**config.mk**
```make
export PLATFORM = sky130hd
export DESIGN_NAME = rs_encoder_lfsr_flat
export DESIGN_NICKNAME = d
export VERILOG_FILES = /design/src/rtl/gf_pkg.sv /design/src/rtl/rs_encoder_lfsr_if.sv /design/src/rtl/rs_lfsr_step.sv /design/src/rtl/rs_encoder_lfsr.sv /design/src/flat_wrapper.sv
export SDC_FILE = /design/constraint.sdc
export NUM_CORES = 1
export LEC_CHECK = 0
export ABC_CLOCK_PERIOD_IN_PS = 7200
export BUFFER_PORTS_ARGS = -buffer_cell sky130_fd_sc_hd__buf_4
export CORE_MARGIN = 4
export CORE_UTILIZATION = 50
export CTS_BUF_LIST = sky130_fd_sc_hd__clkbuf_4 sky130_fd_sc_hd__clkbuf_8 sky130_fd_sc_hd__clkbuf_16
export CTS_CLUSTER_SIZE = 12
export DETAILED_ROUTE_END_ITERATION = 7
export PLACE_DENSITY_LB_ADDON = 0.25
export SLEW_MARGIN = 30
export SYNTH_ARGS = -nofsm -noshare
export SYNTH_HDL_FRONTEND = slang
export SYNTH_HIERARCHICAL = 1
export SYNTH_SLANG_ARGS = --single-unit
```
**constraint.sdc**
```tcl
create_clock -name aclk -period 7.2 [get_ports aclk]
set_clock_uncertainty 0.2 [all_clocks]
set_input_delay 1.44 -clock aclk [delete_from_list [all_inputs] [get_ports aclk]]
set_output_delay 1.44 -clock aclk [all_outputs]
set_load 0.01 [all_outputs]
```
**src/rtl/gf_pkg.sv**
```systemverilog
// Shared GF(2^8) arithmetic and bus constants, plus the Reed-Solomon
// encoder helpers that derive parity-beat geometry from the generator degree.
package gf_pkg;

  localparam int SYMB_WIDTH        = 8;
  localparam int BUS_WIDTH_IN_SYMB = 4;
  // Primitive polynomial x^8 + x^4 + x^3 + x^2 + 1
  localparam logic [SYMB_WIDTH:0] PRIM_POLY = 9'h11D;

  // Encoder phase: message pass-through, then parity emission
  typedef enum logic {
    ST_DATA   = 1'b0,
    ST_PARITY = 1'b1
  } rs_state_e;

  // Shift-and-add multiply with on-the-fly reduction by PRIM_POLY
  function automatic logic [SYMB_WIDTH-1:0] gf_mult(
    input logic [SYMB_WIDTH-1:0] a,
    input logic [SYMB_WIDTH-1:0] b
  );
    logic [SYMB_WIDTH-1:0] p;
    logic [SYMB_WIDTH-1:0] aa;
    p  = '0;
    aa = a;
    for (int k = 0; k < SYMB_WIDTH; k++) begin
      if (b[k]) p = p ^ aa;
      aa = {aa[SYMB_WIDTH-2:0], 1'b0} ^ (aa[SYMB_WIDTH-1] ? PRIM_POLY[SYMB_WIDTH-1:0] : '0);
    end
    return p;
  endfunction

  // Number of output beats needed to carry all parity symbols
  function automatic int rs_parity_beats(input int roots);
    return (roots + BUS_WIDTH_IN_SYMB - 1) / BUS_WIDTH_IN_SYMB;
  endfunction

  // Lane mask of the final parity beat: the low ((roots-1) mod bus)+1 lanes
  function automatic logic [BUS_WIDTH_IN_SYMB-1:0] rs_last_keep(input int roots);
    logic [BUS_WIDTH_IN_SYMB-1:0] m;
    int n;
    n = ((roots - 1) % BUS_WIDTH_IN_SYMB) + 1;
    m = '0;
    for (int i = 0; i < BUS_WIDTH_IN_SYMB; i++) begin
      if (i < n) m[i] = 1'b1;
    end
    return m;
  endfunction

endpackage

```
**src/rtl/rs_encoder_lfsr_if.sv**
```systemverilog
// Multi-symbol AXI-Stream bundle used on both sides of the encoder.
// Handshake: a beat transfers on a rising clock edge where tvalid and tready
// are both high; once tvalid is raised, the master keeps tvalid, tdata,
// tkeep and tlast unchanged until that transfer happens.
interface rs_encoder_lfsr_if;
  import gf_pkg::*;

  logic                                    tvalid;
  logic                                    tready;
  logic [BUS_WIDTH_IN_SYMB*SYMB_WIDTH-1:0] tdata;
  logic                                    tlast;
  logic [BUS_WIDTH_IN_SYMB-1:0]            tkeep;

  modport master (output tvalid, output tdata, output tlast, output tkeep, input tready);
  modport slave  (input tvalid, input tdata, input tlast, input tkeep, output tready);

endinterface

```
**src/rtl/rs_lfsr_step.sv**
```systemverilog
// One symbol of the systematic RS division LFSR. A cleared keep bit makes
// the stage transparent so partial final beats fold in only real symbols.
module rs_lfsr_step
  import gf_pkg::*;
#(
  parameter int ROOTS_NUM = 4
) (
  input  logic [SYMB_WIDTH-1:0]                i_d,
  input  logic                                 i_keep,
  input  logic [ROOTS_NUM-1:0][SYMB_WIDTH-1:0] i_r,
  input  logic [ROOTS_NUM-1:0][SYMB_WIDTH-1:0] i_g,
  output logic [ROOTS_NUM-1:0][SYMB_WIDTH-1:0] o_r
);

  logic [SYMB_WIDTH-1:0] w_fb;

  assign w_fb = i_d ^ i_r[ROOTS_NUM-1];

  // Shift the remainder up one degree and subtract fb * g(x)
  always_comb begin
    o_r = i_r;
    if (i_keep) begin
      o_r[0] = gf_mult(i_g[0], w_fb);
      for (int j = 1; j < ROOTS_NUM; j++) begin
        o_r[j] = i_r[j-1] ^ gf_mult(i_g[j], w_fb);
      end
    end
  end

endmodule

```
**src/rtl/rs_encoder_lfsr.sv**
```systemverilog
// Systematic Reed-Solomon encoder. Message beats pass straight through a
// single output register while an unrolled LFSR divides by g(x); after the
// last message beat the remainder is appended as dedicated parity beats,
// highest-degree remainder symbol first.
module rs_encoder_lfsr
  import gf_pkg::*;
#(
  parameter int ROOTS_NUM = 4
) (
  input  logic                                 aclk,
  input  logic                                 aresetn,
  input  logic [ROOTS_NUM-1:0][SYMB_WIDTH-1:0] gen_poly,
  rs_encoder_lfsr_if.slave                     s_axis,
  rs_encoder_lfsr_if.master                    m_axis,
  output rs_state_e                            o_dbg_state
);

  localparam int                           P_BEATS   = rs_parity_beats(ROOTS_NUM);
  localparam int                           CNT_W     = (P_BEATS > 1) ? $clog2(P_BEATS) : 1;
  localparam int                           PAD_BEATS = 1 << CNT_W;
  localparam logic [CNT_W-1:0]             CNT_LAST  = CNT_W'(P_BEATS - 1);
  localparam logic [BUS_WIDTH_IN_SYMB-1:0] LAST_KEEP = rs_last_keep(ROOTS_NUM);
  localparam int                           BUS_W     = BUS_WIDTH_IN_SYMB * SYMB_WIDTH;

  rs_state_e                            r_state;
  rs_state_e                            w_state_nxt;
  logic [CNT_W-1:0]                     r_cnt;
  logic [CNT_W-1:0]                     w_cnt_nxt;
  logic [ROOTS_NUM-1:0][SYMB_WIDTH-1:0] r_lfsr;
  logic [ROOTS_NUM-1:0][SYMB_WIDTH-1:0] r_parity;
  logic [ROOTS_NUM-1:0][SYMB_WIDTH-1:0] w_chain [BUS_WIDTH_IN_SYMB+1];

  logic                         r_m_tvalid;
  logic [BUS_W-1:0]             r_m_tdata;
  logic                         r_m_tlast;
  logic [BUS_WIDTH_IN_SYMB-1:0] r_m_tkeep;

  logic             w_out_free;
  logic             w_s_fire;
  logic             w_par_last;
  logic [BUS_W-1:0] w_par_data;
  logic [BUS_W-1:0] w_beats [PAD_BEATS];

  // The output register can take a new beat when empty or draining this cycle
  assign w_out_free    = !r_m_tvalid || m_axis.tready;
  assign s_axis.tready = (r_state == ST_DATA) && w_out_free;
  assign w_s_fire      = s_axis.tvalid && s_axis.tready;

  assign m_axis.tvalid = r_m_tvalid;
  assign m_axis.tdata  = r_m_tdata;
  assign m_axis.tlast  = r_m_tlast;
  assign m_axis.tkeep  = r_m_tkeep;
  assign o_dbg_state   = r_state;

  // LFSR unrolled across lanes, lane 0 (highest degree) first
  assign w_chain[0] = r_lfsr;

  for (genvar i = 0; i < BUS_WIDTH_IN_SYMB; i++) begin : g_lane
    rs_lfsr_step #(
      .ROOTS_NUM (ROOTS_NUM)
    ) u_step (
      .i_d    (s_axis.tdata[i*SYMB_WIDTH +: SYMB_WIDTH]),
      .i_keep (s_axis.tkeep[i]),
      .i_r    (w_chain[i]),
      .i_g    (gen_poly),
      .o_r    (w_chain[i+1])
    );
  end

  // Parity beat k lane i carries r[ROOTS_NUM-1-(k*bus+i)]; lanes past the
  // end of the remainder (and padding beats) read as zero
  for (genvar k = 0; k < PAD_BEATS; k++) begin : g_pbeat
    for (genvar i = 0; i < BUS_WIDTH_IN_SYMB; i++) begin : g_plane
      localparam int IDX = k * BUS_WIDTH_IN_SYMB + i;
      if (IDX < ROOTS_NUM) begin : g_sym
        assign w_beats[k][i*SYMB_WIDTH +: SYMB_WIDTH] = r_parity[ROOTS_NUM-1-IDX];
      end else begin : g_pad
        assign w_beats[k][i*SYMB_WIDTH +: SYMB_WIDTH] = '0;
      end
    end
  end

  assign w_par_data = w_beats[r_cnt];
  assign w_par_last = (r_cnt == CNT_LAST);

  // Phase register and parity beat counter
  always_ff @(posedge aclk or negedge aresetn) begin
    if (!aresetn) begin
      r_state <= ST_DATA;
      r_cnt   <= '0;
    end else begin
      r_state <= w_state_nxt;
      r_cnt   <= w_cnt_nxt;
    end
  end

  // Next phase: leave DATA on the last message beat, leave PARITY once the
  // final parity beat is loaded into the output register
  always_comb begin
    w_state_nxt = r_state;
    w_cnt_nxt   = r_cnt;
    case (r_state)
      ST_DATA: begin
        if (w_s_fire && s_axis.tlast) w_state_nxt = ST_PARITY;
      end
      ST_PARITY: begin
        if (w_out_free) begin
          if (w_par_last) begin
            w_state_nxt = ST_DATA;
            w_cnt_nxt   = '0;
          end else begin
            w_cnt_nxt = r_cnt + CNT_W'(1);
          end
        end
      end
      default: w_state_nxt = ST_DATA;
    endcase
  end

  // Remainder accumulation; cleared at packet end so the next packet can
  // follow immediately, with the final remainder parked for emission
  always_ff @(posedge aclk or negedge aresetn) begin
    if (!aresetn) begin
      r_lfsr   <= '0;
      r_parity <= '0;
    end else if (w_s_fire) begin
      if (s_axis.tlast) begin
        r_lfsr   <= '0;
        r_parity <= w_chain[BUS_WIDTH_IN_SYMB];
      end else begin
        r_lfsr <= w_chain[BUS_WIDTH_IN_SYMB];
      end
    end
  end

  // Registered output stage: parity beats, pass-through beats, or drain
  always_ff @(posedge aclk or negedge aresetn) begin
    if (!aresetn) begin
      r_m_tvalid <= 1'b0;
      r_m_tdata  <= '0;
      r_m_tlast  <= 1'b0;
      r_m_tkeep  <= '0;
    end else if (r_state == ST_PARITY && w_out_free) begin
      r_m_tvalid <= 1'b1;
      r_m_tdata  <= w_par_data;
      r_m_tlast  <= w_par_last;
      r_m_tkeep  <= w_par_last ? LAST_KEEP : '1;
    end else if (w_s_fire) begin
      r_m_tvalid <= 1'b1;
      r_m_tdata  <= s_axis.tdata;
      r_m_tlast  <= 1'b0;
      r_m_tkeep  <= s_axis.tkeep;
    end else if (m_axis.tready) begin
      r_m_tvalid <= 1'b0;
    end
  end

endmodule

```
**src/flat_wrapper.sv**
```systemverilog
// flat-port wrapper written by rule: the top's interface ports become plain ports
module rs_encoder_lfsr_flat import gf_pkg::*;
#(
  parameter int ROOTS_NUM = 4
)
  (aclk, aresetn, gen_poly, o_dbg_state, s_axis_tvalid, s_axis_tdata, s_axis_tlast, s_axis_tkeep, s_axis_tready, m_axis_tvalid, m_axis_tdata, m_axis_tlast, m_axis_tkeep, m_axis_tready);
  rs_encoder_lfsr_if s_axis_i ();
  rs_encoder_lfsr_if m_axis_i ();
  input  logic aclk;
  input  logic aresetn;
  input  logic [ROOTS_NUM-1:0][SYMB_WIDTH-1:0] gen_poly;
  output rs_state_e o_dbg_state;
  input wire logic [$bits(s_axis_i.tvalid)-1:0] s_axis_tvalid;
  input wire logic [$bits(s_axis_i.tdata)-1:0] s_axis_tdata;
  input wire logic [$bits(s_axis_i.tlast)-1:0] s_axis_tlast;
  input wire logic [$bits(s_axis_i.tkeep)-1:0] s_axis_tkeep;
  output wire logic [$bits(s_axis_i.tready)-1:0] s_axis_tready;
  output wire logic [$bits(m_axis_i.tvalid)-1:0] m_axis_tvalid;
  output wire logic [$bits(m_axis_i.tdata)-1:0] m_axis_tdata;
  output wire logic [$bits(m_axis_i.tlast)-1:0] m_axis_tlast;
  output wire logic [$bits(m_axis_i.tkeep)-1:0] m_axis_tkeep;
  input wire logic [$bits(m_axis_i.tready)-1:0] m_axis_tready;
  assign s_axis_i.tvalid = s_axis_tvalid;
  assign s_axis_i.tdata = s_axis_tdata;
  assign s_axis_i.tlast = s_axis_tlast;
  assign s_axis_i.tkeep = s_axis_tkeep;
  assign s_axis_tready = s_axis_i.tready;
  assign m_axis_tvalid = m_axis_i.tvalid;
  assign m_axis_tdata = m_axis_i.tdata;
  assign m_axis_tlast = m_axis_i.tlast;
  assign m_axis_tkeep = m_axis_i.tkeep;
  assign m_axis_i.tready = m_axis_tready;
  rs_encoder_lfsr #(.ROOTS_NUM(ROOTS_NUM)) u_core (.aclk(aclk), .aresetn(aresetn), .gen_poly(gen_poly), .s_axis(s_axis_i), .m_axis(m_axis_i), .o_dbg_state(o_dbg_state));
endmodule
```
# == After elaboration in Yosys (flattened, before gate mapping) ==
# Index checks and enable logic that the tools add are counted.
# word_totals
mem_bits_rw,0
reg_bits,104
wordCells,487
latch_bits,0
n_memories,0
in_bits,73
mem_bits_ro,0
output_inout_bits,40
# classes
n_mul,0
n_shift,0
bitwise_logic,159
n_div,0
reduce_logical,10
order_cmp,1
mux,302
n_addsub,1
eq_ne,0
# op_table
op,count
8-bit two-way mux,252
8-bit XOR,128
32-bit two-way mux,10
8-bit by 5-bit XOR with 8-bit output,28
5-bit two-way mux,28
1-bit two-way mux,9
4-bit two-way mux,2
1-bit logical AND,4
2-bit AND reduction,2
3-bit nonzero test,1
2-bit >= comparator (second input constant),1
1-bit inverter,2
1-bit inverter with 2-bit output,1
1-bit one-hot mux with 2 select lines,1
2-bit nonzero test,1
1-bit adder (second input constant),1
1-bit logical NOT,1
1-bit logical OR,1

# == Logic depth before layout (Yosys ltp) ==
# depth
word_depth,105
ltp_mapped,41
depth_no_buf,34

# == Cells and area by module ==
# Netlist, hierarchy kept.
# modules_own_cells
module,instances,area_per_inst_um2,seq_area_each_um2,cells_each
rs_lfsr_step,4,5574.1,0.0,825
rs_encoder_lfsr,1,4403.0,2577.5,311

# == Worst setup path before layout ==
# OpenSTA, ideal clock, no wires.
# synth_path
kind,input -> register
from,input port gen_poly[27] (netlist bit)
to,register u_core/r_lfsr[26] (netlist bit)
required_time_ns,6.875
n_path_buf,6
path_slack_ns,-1.847
setup_time_ns,0.125
arrival_time_ns,8.722
stages,36
path_cell_list,buf_2 > xnor2_1 > nor2_1 > xor2_1 > xnor2_1 > xnor3_1 > mux4_2 > o211a_1 > clkbuf_1 > xnor2_1 > clkbuf_1 > clkbuf_1 > nor2_1 > xnor2_1 > xnor2_1 > xnor2_1 > mux2_2 > xor2_1 > nand2_1 > xor2_1 > xnor2_1 > xnor3_1 > mux4_2 > o211a_1 > buf_2 > xnor2_1 > clkbuf_8 > nor2_1 > a221oi_1 > o21ai_0 > xor2_1 > xnor2_1 > xnor2_1 > mux2_2 > nor2b_1 > mux2_2
# synth_rtl
item,line_no,rtl
"start, declared",flat_wrapper.sv:11,input logic [ROOTS_NUM-1:0][SYMB_WIDTH-1:0] gen_poly;
"end signal, assigned",rs_encoder_lfsr.sv:131,r_lfsr <= w_chain[BUS_WIDTH_IN_SYMB];
"end, declared",rs_encoder_lfsr.sv:29,logic [ROOTS_NUM-1:0][SYMB_WIDTH-1:0] r_lfsr;

==> key figures <==
STA
  – Endpoints failing hold: 0
  – Final Max Slew Viols: 0
  – Maximum clock frequency: 116 MHz
  – Relative slew slack: 20.0%
  – TNS Setup: -82.37 ns
  – RSZ-0062 raised after global routing: yes
  – Final cycle utilization of the critical path: 120%
  – Minimum clock period: 8.62 ns
  – Setup slack after layout: -1.42 ns
  – # setup viols final: 64
  – Least-Margin Pin Slew: 1.19 ns

Layout
  – Most common cell after layout, fill and taps aside: xnor2_1
  – # diodes: 0
  – Layout cells sized above 1: 30.4%
  – Area growth syn-to-layout: 30.5%
  – Final #Nets: 4165
  – Layout Cells excl Fill: 4785
  – Commonest non-fill, non-tap cells in the layout: 870 x xnor2_1, 691 x buf_4, 508 x nand2_1

Route
  – Wire length per cell: 23.3 um
  – Routed vias/inst: 5.82
  – Routed Wire Length: 111 mm
  – First-pass DRT Iterations: 6
  – Routed Antenna Nets: 0
  – DRC: 0
  – 1st-iter DRT viols: 3324
  – Detailed-route via count: 27872

Placed design
  – Buffers on Ports: 112
  – Placed Instances: 4695
  – DPL Wire Length: 82.5 mm
  – GP Congestion: 0.992

Clocking
  – Cts hold-fix bufs: 0
  – Htree depth: 3
  – Clk_lat worst skew: 0.40 ns
  – Clk slew on worst S/H paths: 0.08 ns
  – Clk buf depth: 2
  – CTS Buf Count: 9
  – CTS tree: built
  – Clock sinks: 103
  – CTS root buf: clkbuf_16

Yosys
  – Post-synth top flop: dfrtp_1
  – Synthesis warning total: 6
  – Seq/Total Area, Yosys: 9.65%
  – Ys async rst share: 100%
  – Syn Inst Count: 3611
  – Synth Register Bits: 103
  – Distinct cells, synth: 55
  – Syn Area/Cell: 7.39 sq um
  – Post-Syn Nets: 3684
  – Mapped Area: 26700 sq um
  – Number of synthesized flops with an enable pin: 0

Hold path
  – Hold EP: u_core/r_parity[11]$_DFFE_PN0P_
  – Worst Hold Path Cells: 1
  – Hold path start: u_core/r_parity[11]$_DFFE_PN0P_
  – Worst Hold Class: reg2reg

Critical path
  – Crit path required time: 7.28 ns
  – Crit start category: primary input
  – CP max stage cell: xnor3_2
  – Critical Path Max Stage Delay: 0.44 ns
  – Worst r2r src: u_core/r_lfsr[26]$_DFFE_PN0P_
  – Crit-path max FO: 4
  – Most used cell, CP: xnor2_2
  – Worst r2r dst: u_core/r_lfsr[28]$_DFFE_PN0P_
  – Worst r2r path cells: 38
  – Worst setup startpoint: gen_poly[31]
  – CP Class: in2reg
  – CP endpoint kind: flop
  – R2R Setup Slk: -0.76 ns
  – Crit path DAT: 8.70 ns

Job
  – Max-cap violation count: 0

Die
  – Initial Utilization: 50.6%
  – Die H: 239 um
  – Die width: 239 um
  – Io pins: 113
  – Core area: 52800 sq um
  – DIE AREA: 57200 sq um
  – Number of placement rows: 84

Global routing
  – First-pass GRT wire length: 164 mm
  – Gr ovfl total: 0
  – Initial antenna violation count: 1
  – Vias in the first global route: 26166
  – Largest net degree at the start of global routing: 72
  – Total track usage: 37.3%

Status
  – Status: finished with violations
  – Failing checks: negative setup slack
through the flow:
stage / utilization, % / instance area, sq um / hold WS, ns / setup WS, ns
5_1_grt: 66.1 / 34900 / 0.310 / -1.71
3_3_place_gp: 61.2 / 32300 / 0.280 / -1.89
2_1_floorplan: - / 27600 / 0.271 / -1.20
3_5_place_dp: 61.3 / 32300 / 0.287 / -2.01
6_report: 66.1 / 34900 / 0.303 / -1.42
4_1_cts: 64.2 / 33800 / 0.305 / -1.25
flip-flops by register name, summed over array words and instances (netlist names):
register,count
u_core/o_dbg_state,1
u_core/r_lfsr,32
u_core/m_axis.tkeep,4
u_core/m_axis.tlast,1
u_core/m_axis.tvalid,1
u_core/r_parity,32
u_core/m_axis.tdata,32
routing by layer:
metal	wire length, um	vias up	GRT usage, %
met2	49100	1521	58.2
met5	0	-	0
met4	6770	0	19.5
met1	44300	13318	50.1
li1	-	12721	-
met3	11200	312	5.68
critical path, delay by kind of cell:
kind	cells	cell delay [ns]
buffers and inverters	4	0.55
multiplexers	3	0.82
XOR/XNOR	14	3.00
AO/OA/AOI/OAI	11	2.32
AND/OR/NAND/NOR	6	0.58
final cells by class:
cell class                 count  area [sq um]
multi-input combinational   3155         24300
inverter                      28           105
clock buffer                   9           225
clock inverter                 7          76.3
timing repair buffer         795          6700
tap                          688           861
fill                        4537         17900
sequential                   103          2580
kinds of logic after synthesis:
kind of cell           after synthesis  share of synthesized area, %
AO/OA/AOI/OAI                      506                          12.6
XOR/XNOR                          1308                          44.9
buffers and inverters              353                          6.80
flip-flops                         103                          9.65
multiplexers                       176                          7.89
AND/OR/NAND/NOR                   1165                          18.2
worst max-delay path by stage:
stage                                    end  slack [ns]  cells past startpoint
6_report       u_core/r_lfsr[27]$_DFFE_PN0P_       -1.42                     38
4_1_cts        u_core/r_lfsr[27]$_DFFE_PN0P_       -1.25                     38
3_5_place_dp   u_core/r_lfsr[30]$_DFFE_PN0P_       -2.01                     38
2_1_floorplan  u_core/r_lfsr[27]$_DFFE_PN0P_       -1.20                     36
5_1_grt        u_core/r_lfsr[28]$_DFFE_PN0P_       -1.71                     38
3_3_place_gp   u_core/r_lfsr[27]$_DFFE_PN0P_       -1.89                     36
timing repair:
item / 4_1_cts / 5_1_grt
cloned: 4 / 3
setup endpoints to repair: 64 / 64
pin swaps: 120 / 150
resized for setup: 186 / 137
hold endpoints to repair: 0 / 0
setup buffers: 44 / 30
synthesized netlist by cell type, types with 21 or more instances:
cell / number / share of area [%]
nor2_1: 435 / 6.1
o22ai_1: 44 / 1.0
o21ai_0: 132 / 2.5
clkbuf_1: 153 / 2.2
nor3_1: 40 / 0.75
o221a_2: 32 / 1.3
nand3b_1: 32 / 0.90
mux2_2: 140 / 5.9
o211ai_1: 24 / 0.67
buf_2: 105 / 2.0
a21oi_1: 124 / 2.3
xnor2_1: 940 / 31
a22oi_1: 56 / 1.6
nand2b_1: 21 / 0.49
nand2_1: 517 / 7.3
nand3_1: 60 / 1.1
xor2_1: 320 / 10
nor2b_1: 32 / 0.75
dfrtp_1: 103 / 9.7
inv_1: 28 / 0.39
Power is left out: the tool's default activity adds up to more than one toggle a clock period on the data nets, which glitch-free logic cannot reach.
